--- src/rtl/cp0_ctrl.sv ---
// rtl/cp0_ctrl.sv - Coprocessor 0: SR/Cause/EPC/PRId, exception and interrupt entry
module cp0_ctrl #(
    parameter logic [31:0] PRID = 32'h4C5A_0001
) (
    input  logic        clk,
    input  logic        reset,
    input  logic [4:0]  A1,
    input  logic [4:0]  A2,
    input  logic [31:0] Din,
    input  logic        WE,
    input  logic [31:0] PC,
    input  logic        BD,
    input  logic [4:0]  ExcCode,
    input  logic [5:0]  HWInt,
    input  logic        EXLClr,
    output logic        IntReq,
    output logic [31:0] EPC,
    output logic [31:0] Dout
);

    logic [5:0]  sr_im;
    logic        sr_exl;
    logic        sr_ie;
    logic        cause_bd;
    logic [5:0]  cause_ip;
    logic [4:0]  cause_exc;
    logic [31:0] epc_q;

    logic        int_pend;
    logic        exc_pend;
    logic [31:0] pc_aligned;
    logic [31:0] sr_val;
    logic [31:0] cause_val;

    assign int_pend   = (|(HWInt & sr_im)) & sr_ie & ~sr_exl;
    assign exc_pend   = (ExcCode != 5'd0) & ~sr_exl;
    assign IntReq     = (int_pend | exc_pend) & ~reset;
    assign pc_aligned = {PC[31:2], 2'b00};
    assign EPC        = epc_q;

    assign sr_val    = {16'h0, sr_im, 8'h0, sr_exl, sr_ie};
    assign cause_val = {cause_bd, 15'h0, cause_ip, 3'h0, cause_exc, 2'b00};

    always_ff @(posedge clk) begin
        if (reset) begin
            sr_im     <= 6'h0;
            sr_exl    <= 1'b0;
            sr_ie     <= 1'b0;
            cause_bd  <= 1'b0;
            cause_ip  <= 6'h0;
            cause_exc <= 5'h0;
            epc_q     <= 32'h0;
        end else begin
            cause_ip <= HWInt;
            if (IntReq) begin
                // Exception entry; any concurrent mtc0 is dropped
                sr_exl    <= 1'b1;
                cause_exc <= int_pend ? 5'd0 : ExcCode;
                cause_bd  <= BD;
                epc_q     <= BD ? pc_aligned - 32'd4 : pc_aligned;
            end else begin
                if (WE && A2 == 5'd12) begin
                    sr_im  <= Din[15:10];
                    sr_ie  <= Din[0];
                    sr_exl <= Din[1] & ~EXLClr;
                end else if (EXLClr) begin
                    sr_exl <= 1'b0;
                end
                if (WE && A2 == 5'd14) begin
                    epc_q <= {Din[31:2], 2'b00};
                end
            end
        end
    end

    always_comb begin
        Dout = 32'h0;
        case (A1)
            5'd12:   Dout = sr_val;
            5'd13:   Dout = cause_val;
            5'd14:   Dout = epc_q;
            5'd15:   Dout = PRID;
            default: Dout = 32'h0;
        endcase
    end

endmodule

--- config.mk ---
export PLATFORM = sky130hd
export DESIGN_NAME = cp0_ctrl
export DESIGN_NICKNAME = d
export VERILOG_FILES = /design/src/rtl/cp0_ctrl.sv
export SDC_FILE = /design/constraint.sdc
export NUM_CORES = 1
export LEC_CHECK = 0
export BUFFER_PORTS_ARGS = -buffer_cell sky130_fd_sc_hd__buf_2
export CORE_UTILIZATION = 43
export DETAILED_ROUTE_END_ITERATION = 10
export GPL_ROUTABILITY_DRIVEN = 0
export HOLD_SLACK_MARGIN = 0.05
export PLACE_DENSITY = 0.77
export SLEW_MARGIN = 20
export SYNTH_ARGS = -nofsm -noshare
export SYNTH_HDL_FRONTEND = slang
export SYNTH_SLANG_ARGS = --single-unit
--- constraint.sdc ---
create_clock -name clk -period 2.4 [get_ports clk]
set_clock_uncertainty 0.1 [all_clocks]
set_input_delay 0.24 -clock clk [delete_from_list [all_inputs] [get_ports clk]]
set_output_delay 0.24 -clock clk [all_outputs]
set_load 0.01 [all_outputs]
==> results.md <==
* Status: completed
* Largest cells by area after synthesis: dfxtp_1, mux2i_1, o31ai_1
* Initial Util at 0.447
* Via count at 3969
* TritonCTS clock tree: yes
* Routed length per instance at 16.8 um
* Overall die height at about 92 um
* Horiz. Die Dim at approximately 92 um
* Die ar. at 8430 um2
* Worst-case clock buffer depth at 2
* Fin crit period at 2.09 ns
* Ant. Diodes at 0
* CTS Root Cell: clkbuf_8
* Largest net degree at the start of global routing at 45
* Least-Margin Pin Slew at 0.737 ns
* Seq/Total Area, Yosys at 0.288
* Mean Syn Cell Area at 8.16 um2
* Setup_tns at 0 ns
* Synth area leader: dfxtp_1
* Rel. slew slack at 0.509
* CTS Hold Bufs at 0
* IO Count at approximately 160
* Critical path class: in2reg
* Total grt overflow at 0
* Synth cell types at 52
* Placed Area at roughly 4400 um2
* Port Buffers at 150
* Worst skew pair latency at 0.30 ns
* DRC viols at 0
* ANT nets after route at 0
* Nets at approximately 660
* Hold Startpoint: HWInt[3]
* Critical Path RT at around 2.5 ns
* WHS Endpoint: cause_ip[3]$_SDFF_PP0_
* Max VDD drop at between 0.2 and 0.25 mV
* Worst EP arrival at 2.23 ns
* Worst min-delay path class: in2reg
* Share of layout cells above drive strength 1 at 0.350
* DR pass1 iterations at 6
* Reg2Reg Depth at 5
* Area growth syn-to-layout at 30.3%
* Most used flip-flop cell after synthesis: dfxtp_1
* Slew Limit Fails at 0
* Fillcell total at 730
* Setup ws final at a little over 0.3 ns
* R2R Setup Slk at 0.43 ns
* Leak at 1.89 nW
* CP endpoint kind: flip-flop
* Row cnt at 32
* Design area at 4520 um2
* Post-synth ARST share at 0
* Cell Pwr Density at 457 nW/um2
* Worst Path Max Fanout at 11
* HPWL after DPL at 8.88 mm
* Setup violations, final at 0
* First-pass GRT wire length at 17.8 mm
* Worst hold path depth at 2
* Clock-pin slew on the worst setup and hold paths at 0.09 ns
* Total track usage at 0.261
* Number of synthesized flops with an enable pin at 0
* Core ar. at around 8000 um2
* Ys Warns at 0
* Post-CTS Setup Inserts at 0
* Final Hold Fails at 0
* Area share of the largest cell type after synthesis at 0.288
* Post-synthesis cell area at 3470 um2
* Fin util at 0.582
* DRT iter0 DRCs at just under 300
* H-tree depth at 2
* Post-Route WL at 11.4 mm
* Clock Sinks at 50
* Fmax at 479 MHz
* Reg2reg end: EPC[20]$_SDFFE_PP0P_
* Unrepaired setup endpoints after global routing: false
* Vias in the first global route at 3630
* Initial antenna violation count at 0
* Max Cap Violations at 0
* Cells after synthesis at about 430
* CP startpoint kind: primary input
* Yosys reg bits at 50
* Post-Place Worst Slack at -0.00447 ns
* DR vias/cell at 5.89
* Pwr Total at 2.06 mW
* CTS Buf Count at 5
* CTS resizes at 0
* RR Startpoint: sr_im[2]$_SDFFE_PP0P_
* Final period util at 0.871
-- cell families (layout without fill, tap and decap cells) --
| family | after synthesis | count (layout) | share of synthesized area |
|---|---|---|---|
| simple gates | 161 | 161 | 0.270 |
| compound gates | 127 | 127 | 0.276 |
| flops | 50 | 50 | 0.288 |
| buf+inv | 49 | 195 | 0.0591 |
| mux | 29 | 29 | 0.0837 |
| xor+xnor | 7 | 7 | 0.0177 |
| fa+ha+maj | 1 | 1 | 0.00361 |
| other cells | 1 | 2 | 0.00108 |
-- sequential cells by signal, summed over array words and instances, names as in the netlist --
register and count:
sr_im 6, sr_ie 1, cause_ip 6, sr_exl 1, cause_bd 1, cause_exc 5
EPC 30
-- layer usage --
layer  vias to the layer above  wire length, um  global-route usage
met2                       163             5590               0.451
met4                         0              242              0.0872
met5                         -                0                   0
met3                        22              699              0.0390
li1                       1930                -                   -
met1                      1854             4820               0.334
-- final cells by class --
class	instances	area, um2	share of cell area
Multi-Input combinational cell	327	2270	0.503
Sequential cell	50	1000	0.221
Timing Repair Buffer	181	983	0.218
Tap cell	102	128	0.0282
Clock buffer	5	68.8	0.0152
Clock inverter	3	43.8	0.00969
Inverter	6	22.5	0.00498
-- report_power, final --
group	internal (mW)	switching [mW]	leakage (nW)	total (mW)
clock	0.313	0.288	0.0585	0.601
sequential	0.892	0.0540	0.415	0.946
combinational	0.230	0.287	1.42	0.517
-- per-stage QoR --
step	std cells	hold slack [ns]
after floorplan	426	0.268
after global placement	666	0.365
after detailed placement	666	0.381
after CTS	674	0.0693
after global routing	674	0.0761
final	674	0.0623
-- worst max path at each step --
stage                                 endpoint  startpoint  cells after the start  slack (ns)
after floorplan           EPC[31]$_SDFFE_PP0P_       PC[3]                      6        0.03
after global placement    EPC[31]$_SDFFE_PP0P_       PC[2]                      5        0.03
after detailed placement  EPC[27]$_SDFFE_PP0P_       PC[2]                      5      -0.004
after CTS                 EPC[27]$_SDFFE_PP0P_       PC[2]                      5        0.32
after global routing      EPC[24]$_SDFFE_PP0P_       PC[3]                      9        0.23
final                     EPC[27]$_SDFFE_PP0P_       PC[2]                      5        0.31
-- cell usage in the layout, fill, tap and decap left out, drive strengths merged, types with 2 or more instances in the layout --
cell and instances:
xnor2 3, inv 7, a311oi 5, or3 9, nor3 3, or4 16
nor4 9, nand3 3, o21ai 5, a22oi 9, a21oi 15, nand2b 16
mux2i 29, xor2 4, conb 2, o31a 10, nor2 46, nand4 16
a41o 12, a211oi 19, dfxtp 50, o31ai 26, a31oi 12, a2111oi 7
or4b 2, or2 5, nand2 7, nor2b 9, clkbuf 5, and2 11
nor4b 2, buf 181
-- synth_stat cells (11+ instances only) --
cell type / count
nor2_1: 46
or4_1: 16
and2_1: 11
o31ai_1: 26
dfxtp_1: 50
mux2i_1: 29
nand4_1: 16
a211oi_1: 19
a31oi_1: 12
nand2b_1: 16
a41o_1: 12
clkbuf_1: 36
a21oi_1: 15
-- critical path, stage by stage --
cell,delay [ns]
buf_2,0.13
or4_1,0.54
or4b_4,0.61
or4_1,0.52
a31oi_1,0.18
No activity file was read; power rests on OpenSTA's default activity.
